===== src/rtl/ts_tx_framer.sv =====
// rtl/ts_tx_framer.sv - transceiver TX framer: IDLE / SOF / payload / checksum / EOF word sequencing
//
// Purpose: wraps FRAME_WORDS payload words into a frame for a 16-bit transceiver
// TX port. Between frames at least IDLE_GAP IDLE words are sent. A payload slot
// with no word available is filled with an IDLE word and counted as an underrun.
//
// Ports:
//   clk_i             link transmit word clock
//   reset_n_i         synchronous reset, active-low
//   enable_i          framing enable, only looked at while idle
//   in_valid_i        payload word available
//   in_data_i         payload word
//   in_ready_o        payload word taken when in_valid_i && in_ready_o
//   tx_d_o            word to the transceiver TX data port
//   tx_k_o            per-byte K flags, bit 0 covers tx_d_o[7:0]
//   frame_count_o     completed frames (EOF sent), wraps
//   underrun_count_o  payload-slot underruns, saturates
//   seq_o             sequence number carried by the next SOF

module ts_tx_framer #(
  parameter int FRAME_WORDS = 6,
  parameter int IDLE_GAP    = 4
) (
  input  logic        clk_i,
  input  logic        reset_n_i,
  input  logic        enable_i,
  input  logic        in_valid_i,
  input  logic [15:0] in_data_i,
  output logic        in_ready_o,
  output logic [15:0] tx_d_o,
  output logic [1:0]  tx_k_o,
  output logic [31:0] frame_count_o,
  output logic [15:0] underrun_count_o,
  output logic [7:0]  seq_o
);

  localparam logic [15:0] IDLE_WORD = 16'h50BC;
  localparam logic [15:0] EOF_WORD  = 16'hFEFD;
  localparam logic [7:0]  SOF_LOW   = 8'h3C;
  localparam logic [1:0]  K_CTRL    = 2'b01;
  localparam logic [1:0]  K_DATA    = 2'b00;
  localparam logic [7:0]  GAP_MAX   = 8'(IDLE_GAP);
  localparam logic [7:0]  WORD_LAST = 8'(FRAME_WORDS - 1);

  typedef enum logic [2:0] {
    S_IDLE,
    S_SOF,
    S_PAYLOAD,
    S_CKSUM,
    S_EOF
  } state_e;

  state_e      state_q, state_d;
  logic [15:0] tx_d_q, tx_d_d;
  logic [1:0]  tx_k_q, tx_k_d;
  logic [7:0]  gap_q, gap_d;
  logic [7:0]  word_cnt_q, word_cnt_d;
  logic [15:0] cksum_q, cksum_d;
  logic [31:0] frame_cnt_q, frame_cnt_d;
  logic [15:0] underrun_q, underrun_d;
  logic [7:0]  seq_q, seq_d;
  logic [7:0]  gap_inc;

  // Gap count including the IDLE word being sent this cycle. Deciding on this
  // value makes the EOF-to-SOF distance exactly IDLE_GAP IDLE words.
  assign gap_inc = (gap_q >= GAP_MAX) ? GAP_MAX : gap_q + 8'd1;

  always_comb begin
    state_d     = state_q;
    tx_d_d      = IDLE_WORD;
    tx_k_d      = K_CTRL;
    gap_d       = gap_q;
    word_cnt_d  = word_cnt_q;
    cksum_d     = cksum_q;
    frame_cnt_d = frame_cnt_q;
    underrun_d  = underrun_q;
    seq_d       = seq_q;

    unique case (state_q)
      S_IDLE: begin
        gap_d = gap_inc;
        if (enable_i && in_valid_i && (gap_inc >= GAP_MAX)) begin
          state_d = S_SOF;
        end
      end

      S_SOF: begin
        tx_d_d     = {seq_q, SOF_LOW};
        word_cnt_d = 8'd0;
        cksum_d    = 16'd0;
        state_d    = S_PAYLOAD;
      end

      S_PAYLOAD: begin
        if (in_valid_i) begin
          tx_d_d     = in_data_i;
          tx_k_d     = K_DATA;
          cksum_d    = cksum_q + in_data_i;
          word_cnt_d = word_cnt_q + 8'd1;
          if (word_cnt_q == WORD_LAST) begin
            state_d = S_CKSUM;
          end
        end else if (underrun_q != 16'hFFFF) begin
          underrun_d = underrun_q + 16'd1;
        end
      end

      S_CKSUM: begin
        tx_d_d  = cksum_q;
        tx_k_d  = K_DATA;
        state_d = S_EOF;
      end

      S_EOF: begin
        tx_d_d      = EOF_WORD;
        frame_cnt_d = frame_cnt_q + 32'd1;
        seq_d       = seq_q + 8'd1;
        gap_d       = 8'd0;
        state_d     = S_IDLE;
      end

      default: begin
        state_d = S_IDLE;
      end
    endcase
  end

  always_ff @(posedge clk_i) begin
    if (!reset_n_i) begin
      state_q     <= S_IDLE;
      tx_d_q      <= IDLE_WORD;
      tx_k_q      <= K_CTRL;
      gap_q       <= 8'd0;
      word_cnt_q  <= 8'd0;
      cksum_q     <= 16'd0;
      frame_cnt_q <= 32'd0;
      underrun_q  <= 16'd0;
      seq_q       <= 8'd0;
    end else begin
      state_q     <= state_d;
      tx_d_q      <= tx_d_d;
      tx_k_q      <= tx_k_d;
      gap_q       <= gap_d;
      word_cnt_q  <= word_cnt_d;
      cksum_q     <= cksum_d;
      frame_cnt_q <= frame_cnt_d;
      underrun_q  <= underrun_d;
      seq_q       <= seq_d;
    end
  end

  assign in_ready_o       = (state_q == S_PAYLOAD);
  assign tx_d_o           = tx_d_q;
  assign tx_k_o           = tx_k_q;
  assign frame_count_o    = frame_cnt_q;
  assign underrun_count_o = underrun_q;
  assign seq_o            = seq_q;

endmodule


===== config.mk =====
export PLATFORM = sky130hd
export DESIGN_NAME = ts_tx_framer
export DESIGN_NICKNAME = d
export VERILOG_FILES = /design/src/rtl/ts_tx_framer.sv
export SDC_FILE = /design/constraint.sdc
export NUM_CORES = 1
export LEC_CHECK = 0
export BUFFER_PORTS_ARGS = -buffer_cell sky130_fd_sc_hd__buf_2
export CAP_MARGIN = 40
export CELL_PAD_IN_SITES_DETAIL_PLACEMENT = 1
export CELL_PAD_IN_SITES_GLOBAL_PLACEMENT = 2
export CORE_UTILIZATION = 31
export DETAILED_ROUTE_END_ITERATION = 10
export PLACE_DENSITY_LB_ADDON = 0.1
export SYNTH_ARGS = -nofsm -noshare
export SYNTH_HDL_FRONTEND = slang
export SYNTH_SLANG_ARGS = --single-unit
export TNS_END_PERCENT = 50

===== constraint.sdc =====
create_clock -name clk_i -period 2.5 [get_ports clk_i]
set_input_delay 0.75 -clock clk_i [delete_from_list [all_inputs] [get_ports clk_i]]
set_output_delay 0.75 -clock clk_i [all_outputs]
set_load 0.02 [all_outputs]

==> impl_results.md, run 1 <==
- Register bit total from synthesis: 108
- Post-route setup TNS: 0 ns
- Worst skew pair latency: 0.36 ns
- Worst-Margin Slew: 0.506 ns
- Seq/Total Area, Yosys: 40.2%
- Detailed placement HPWL: 11200 um
- Final count of hold timing violations: 0
- I/O Pins: 95
- CP max FO: 4
- Share of cells above drive strength 1: 21.4%
- CTS tree: yes
- Initial antenna violation count: 0
- Pwr dens: 528 nW/um2
- Routed WL: 14600 um
- Leak Pwr: 2.78 nW
- Max Slew Vio Count: 0
- Critical path startpoint category: input port
- Antenna Cells: 0
- Avg Cell Area, Syn: 8.91 um2
- RSZ-0062 raised after global routing: false
- DR vias: 4638
- Instance count of the mapped netlist: 604
- Largest net degree at the start of global routing: 39
- Die area: 17900 um2
- Post-synth EDFFs: 0
- Port-buffer cells: 93
- First-pass GRT wire length: 24400 um
- Path type of the worst min-delay path: reg2reg
- Die Wd: 134 um
- CP Data Arrival Time: 2.67 ns
- Yosys warning count: 0
- Post-route ant nets: 0
- CTS buffer count: 9
- GRT overflow: 0
- Core area: 16800 um2
- RD Place Congestion: 0.812
- GR Util All Layers: 17.2%
- DIE HEIGHT: 134 um
- Peak VDD IR: 0.322 mV
- Max Cap Viol: 0
- WHS: 0.483 ns
- Rel. slew slack: 65.9%
- Critical Path RT: 2.80 ns
- Fmax: 423 MHz
- Drt pass-1 iters: 5
- Synth Flop Type: dfxtp_1
- FFs w/ async S/R, synth: 0%
- Area grow syn2layout: 22.2%
- Netlist cell types: 56
- Worst Skew: 0.00724 ns
- Flop-to-flop setup slack: 0.30 ns
- Vias in the first global route: 4804
- Post-layout min period: 2.36 ns
- Postcts setup bufs: 0
- Rows: 47
- Wire per inst: 15.5 um
- Outcome: completed
- Syn Std Cell Area: 5380 um2
- Clock Tree Buf Depth: 2
- Critical path capture point type: register
- Crit Path Class: in2reg
- Clock-pin slew on the worst setup and hold paths: 0.07 ns
- Initial Util: 32.1%
- DRT iter0 DRCs: 131
- Syn Nets: 647
- CTS H-tree depth: 3
- Nets: 763
- Via density: 4.91
- Post-route DRC: 0
- Clock root buffer: clkbuf_16
- Clock sink total: 108
- Cts hold-fix bufs: 0
- CTS resizes: 0
- Period utilization: 94.5%
- Endpoints failing setup: 0
==> worst max-delay path, stage by stage <==
cell and delay (ns):
buf_2 0.11, ha_1 0.35, a21oi_1 0.29, o21ai_0 0.23, o21ai_0 0.39, o21ai_0 0.21, a211o_1 0.26, nand3_1 0.07
==> area by class of cell <==
| cell class | instances | area [um2] |
|---|---|---|
| clock buffer | 10 | 229 |
| clock inverter | 6 | 72.6 |
| fill | 2012 | 10200 |
| inverter | 12 | 45.0 |
| multi-input combinational | 460 | 3050 |
| sequential | 108 | 2160 |
| tap | 220 | 275 |
| timing repair buffer | 129 | 736 |
==> metrics by stage <==
stage / area (um2) / worst slack (ns) / utilization, % / power [W] / instances
3_3_place_gp: 6260 / -0.111 / 37.4 / 0.00200 / 928
2_1_floorplan: 5380 / 0.103 / - / 0.00191 / 604
3_5_place_dp: 6270 / -0.188 / 37.4 / 0.00200 / 929
6_report: 6570 / 0.137 / 39.2 / 0.00347 / 945
4_1_cts: 6570 / 0.182 / 39.2 / 0.00353 / 945
5_1_grt: 6570 / 0.0104 / 39.2 / 0.00362 / 945
==> flip-flops by register name (all words and copies together), names as in the netlist <==
name,count
frame_count_o,32
gap_q,8
underrun_count_o,16
word_cnt_q,8
cksum_q,16
state_q,3
seq_o,8
tx_k_o,1
tx_d_o,16
==> final timing paths <==
| kind | startpoint | to | cells after the start |
|---|---|---|---|
| hold / removal | gap_q[4] | gap_q[4] | 1 |
| setup / recovery | in_data_i[4] | cksum_q[15] | 8 |
| setup reg to reg | cksum_q[4] | cksum_q[15] | 7 |
| hold reg to reg | gap_q[4] | gap_q[4] | 1 |
==> layer usage <==
metal / vias to the layer above / track usage, % / wire [um] / share of wire [%]
li1: 2327 / - / - / -
met5: - / 0 / 0 / 0
met4: 0 / 5.87 / 202 / 1.4
met2: 68 / 29.5 / 6960 / 48
met3: 11 / 2.63 / 455 / 3.1
met1: 2232 / 21.9 / 7000 / 48
==> cell usage after synthesis, types with 8 or more instances <==
cell / number / area [um2]
dfxtp_1: 108 / 2160
nand2_1: 57 / 214
and2_1: 55 / 344
xnor2_1: 50 / 438
nand3_1: 33 / 165
nor2_1: 32 / 120
o21ai_0: 30 / 150
ha_1: 22 / 275
nand4_1: 20 / 125
a21oi_1: 19 / 95.1
xor2_1: 19 / 166
clkbuf_1: 15 / 56.3
nor2b_1: 13 / 81.3
and3_1: 12 / 75.1
inv_1: 12 / 45.0
a21boi_0: 9 / 67.6
a221oi_1: 9 / 78.8
nor3_1: 8 / 40.0
==> cell usage in the layout (no fill, tap or decap), drive strengths merged, types with 3 or more instances in the layout <==
| cell | netlist | routed |
|---|---|---|
| buf | 9 | 129 |
| dfxtp | 108 | 108 |
| nand2 | 58 | 58 |
| and2 | 58 | 58 |
| xnor2 | 50 | 50 |
| nand3 | 33 | 33 |
| nor2 | 32 | 32 |
| o21ai | 31 | 31 |
| ha | 22 | 22 |
| nand4 | 20 | 20 |
| a21oi | 20 | 20 |
| xor2 | 19 | 19 |
| inv | 12 | 14 |
| nor2b | 13 | 13 |
| and3 | 12 | 12 |
| clkbuf | 15 | 10 |
| a221oi | 9 | 9 |
| a21boi | 9 | 9 |
| nor3 | 9 | 9 |
| nand2b | 7 | 7 |
| a221o | 5 | 5 |
| a21o | 5 | 5 |
| nor4 | 4 | 4 |
| nor3b | 4 | 4 |
| or2 | 3 | 3 |
| a22oi | 3 | 3 |
| and4 | 3 | 3 |
| a211oi | 3 | 3 |
| a31oi | 3 | 3 |
| or3b | 3 | 3 |
==> where the power goes <==
group	switching, W	total (W)	internal, W
combinational	0.000125	0.000216	0.0000912
clock	0.000715	0.00151	0.000792
sequential	0.0000108	0.00174	0.00173
total	0.000851	0.00347	0.00262
==> cell families (layout without fill, tap and decap cells) <==
logic type / after synthesis / in the layout / share of synthesized area [%]
buf+inv: 36 / 157 / 3.05
flops: 108 / 108 / 40.2
xor+xnor: 69 / 69 / 11.2
simple gates: 267 / 267 / 27.3
compound gates: 98 / 98 / 12.3
mux: 2 / 2 / 0.372
other cells: 1 / 1 / 0.0697
fa+ha+maj: 23 / 23 / 5.49
Power figures use the tool's default switching activity.
==> run 2, diff against run 1 <==
--- a/config.mk
+++ b/config.mk
@@ -9,7 +9,7 @@
 export CAP_MARGIN = 40
 export CELL_PAD_IN_SITES_DETAIL_PLACEMENT = 1
 export CELL_PAD_IN_SITES_GLOBAL_PLACEMENT = 2
-export CORE_UTILIZATION = 31
+export CORE_UTILIZATION = 36
 export DETAILED_ROUTE_END_ITERATION = 10
 export PLACE_DENSITY_LB_ADDON = 0.1
 export SYNTH_ARGS = -nofsm -noshare
==> constraint.sdc (replaced) <==
create_clock -name clk_i -period 3 [get_ports clk_i]
set_input_delay 0.9 -clock clk_i [delete_from_list [all_inputs] [get_ports clk_i]]
set_output_delay 0.9 -clock clk_i [all_outputs]
set_load 0.02 [all_outputs]
==> impl_results.md, run 2 (synthesis results as in run 1) <==
- Largest net degree at the start of global routing: 66 (was 39)
- DRT iter0 DRCs: 181 (was 131)
- Cts hold-fix bufs: 0 (unchanged)
- Filler instances: 1754 (was 2012)
- Max Cap Viol: 0 (unchanged)
- CTS H-tree depth: 3 (unchanged)
- Crit-path slowest cell: a221oi_1 (was o21ai_0)
- Net Sw Frac: 24.9% (was 24.5%)
- Post-route setup TNS: 0 ns (unchanged)
- Detailed placement HPWL: 10100 um (was 11200 um)
- CP max FO: 3 (was 4)
- Crit Path Class: in2reg (unchanged)
- Critical path startpoint category: input port (unchanged)
- Post-layout min period: 2.49 ns
- I/O Pins: 95 (unchanged)
- Worst-Margin Slew: 0.760 ns (was 0.506 ns)
- Area grow syn2layout: 17.8% (was 22.2%)
- First-pass GRT wire length: 22800 um (was 24400 um)
- Max Slew Vio Count: 0 (unchanged)
- RSZ-0062 raised after global routing: false (unchanged)
- Period utilization: 82.9%
- CTS tree: yes (unchanged)
- Routed WL: 13600 um (was 14600 um)
- Nets: 741 (was 763)
- GR Util All Layers: 18.1% (was 17.2%)
- Register area: 2160 um2 (unchanged)
- Post-route ant nets: 0 (unchanged)
- Cells after DPL: 871 (was 929)
- Reg power frac: 52.5% (was 50.3%)
- Post-route DRC: 0 (unchanged)
- Peak VDD IR: 0.290 mV (was 0.322 mV)
- Internal: 0.00208 W (was 0.00262 W)
- Worst path bufs/invs: 1 (unchanged)
- Finished Layout Cells: 887 (was 945)
- Rows: 44 (was 47)
- Clock-pin slew on the worst setup and hold paths: 0.07 ns (about the same)
- Vias in the first global route: 4510 (was 4804)
- Area occupied by multi-input gates: 3050 um2 (unchanged)
- Largest stage delay, worst path: 0.34 ns (was 0.39 ns)
- DR vias: 4529 (was 4638)
- Reg2reg path depth: 8 (was 7)
- P_sw: 0.000690 W (was 0.000851 W)
- Postcts setup bufs: 0 (unchanged)
- Worst skew pair latency: 0.35 ns (was 0.36 ns)
- GRT overflow: 0 (unchanged)
- Clock sink total: 108 (unchanged)
- Antenna Cells: 0 (unchanged)
- Port-buffer cells: 93 (unchanged)
- CP delay by family, top: compound AO/OA/AOI/OAI gates (unchanged)
- Clock Tree Buf Depth: 2 (unchanged)
- Leading cell type in the layout, fill and taps excluded: dfxtp_1 (unchanged)
- Core area: 14500 um2 (was 16800 um2)
- Final worst slack: 0.513 ns (was 0.137 ns)
- Clk pwr share: 41.5% (was 43.5%)
- CTS resizes: 0 (unchanged)
- Path type of the worst min-delay path: reg2reg (unchanged)
- Crit path cell chain: buf_2, ha_1, fa_1, a21oi_1, o211a_1, or2_2, a221oi_1, xnor2_1, o21ai_0 (was buf_2, ha_1, a21oi_1, o21ai_0, o21ai_0, o21ai_0, a211o_1, nand3_1)
- Die Wd: 124 um (was 134 um)
- Pwr dens: 437 nW/um2 (was 528 nW/um2)
- Rel. slew slack: 48.9% (was 65.9%)
- Final count of hold timing violations: 0 (unchanged)
- Initial Util: 37.0% (was 32.1%)
- RR Endpoint: cksum_q[12] (was cksum_q[15])
- Hold_sp: gap_q[6] (was gap_q[4])
- WHS Path Cells: 1 (unchanged)
- Die area: 15400 um2 (was 17900 um2)
- RR Startpoint: cksum_q[0] (was cksum_q[4])
- Critical Path RT: 3.23 ns (was 2.80 ns)
- Final design utilization: 43.6% (was 39.2%)
- Worst Skew: 0.00510 ns (was 0.00724 ns)
- Via density: 5.11 (was 4.91)
- Initial antenna violation count: 0 (unchanged)
- Drt pass-1 iters: 4 (was 5)
- Endpoints failing setup: 0 (unchanged)
- Leak Pwr: 2.67 nW (was 2.78 nW)
- Commonest non-fill, non-tap cells in the layout: dfxtp_1, buf_2, nand2_1, and2_1, xnor2_1 (unchanged)
- Dpl cell area: 6060 um2 (was 6270 um2)
- Fmax: 402 MHz
- Combinational share of power: 6.0% (was 6.2%)
- Outcome: completed (unchanged)
- DP Worst Slack: 0.167 ns (was -0.188 ns)
- Flop-to-flop setup slack: 0.75 ns (was 0.30 ns)
- CP Data Arrival Time: 2.72 ns (was 2.67 ns)
- Share of cells above drive strength 1: 19.1% (was 21.4%)
- Critical path capture point type: register (unchanged)
- Wire per inst: 15.3 um (was 15.5 um)
- Final instance area: 6340 um2 (was 6570 um2)
- RD Place Congestion: 0.798 (was 0.812)
- Max FFs per register: 32 (unchanged)
- Hold-critical path endpoint: gap_q[6] (was gap_q[4])
- CTS buffer count: 9 (unchanged)
- DIE HEIGHT: 124 um (was 134 um)
- Clock root buffer: clkbuf_16 (unchanged)
## run 2: cell types whose count changed in the layout (fill, tap and decap cells not counted), sizes merged
cell,before,now
buf,129,107
clkinv,1,4
bufinv,1,0
clkbuf,10,9
clkinvlp,2,1
## run 2: layout make-up
cell class                 instances  area share (%)
multi-input combinational        460            48.2
sequential                       108            34.1
timing repair buffer             107            9.00
tap                              184            3.63
clock buffer                       9            3.55
clock inverter                     7           0.809
inverter                          12           0.711
## run 2: per-stage QoR
step	power, W	hold slack, ns
after global placement	0.00165	0.466
final	0.00277	0.485
after floorplan	0.00159	0.445
after CTS	0.00281	0.492
after detailed placement	0.00166	0.478
after global routing	0.00289	0.504
## run 2: layer usage
metal  GRT usage (%)  share of wire [%]  vias up
met5               0                  0        -
met4            6.38                1.5        0
met3            2.54                2.7       12
met2            30.0                 46       61
met1            23.8                 50     2180
li1                -                  -     2276
## run 2: worst max path at each step
stage	start	endpoint	slack (ns)	cells past startpoint
final	in_data_i[0]	cksum_q[12]	0.51	9
after global routing	in_data_i[0]	cksum_q[10]	0.38	9
after CTS	in_data_i[0]	cksum_q[10]	0.54	9
after detailed placement	in_data_i[0]	cksum_q[10]	0.17	9
after global placement	in_data_i[0]	cksum_q[12]	0.21	9
after floorplan	in_data_i[0]	cksum_q[12]	0.45	8
## run 2: power by group through the flow
stage	sequential (W)	combinational, W	clock (W)
floorplan	0.00149	0.000107	0
global placement	0.00149	0.000162	0
detailed placement	0.00149	0.000169	0
CTS	0.00145	0.000170	0.00118
global route	0.00145	0.000188	0.00124
finish	0.00145	0.000167	0.00115
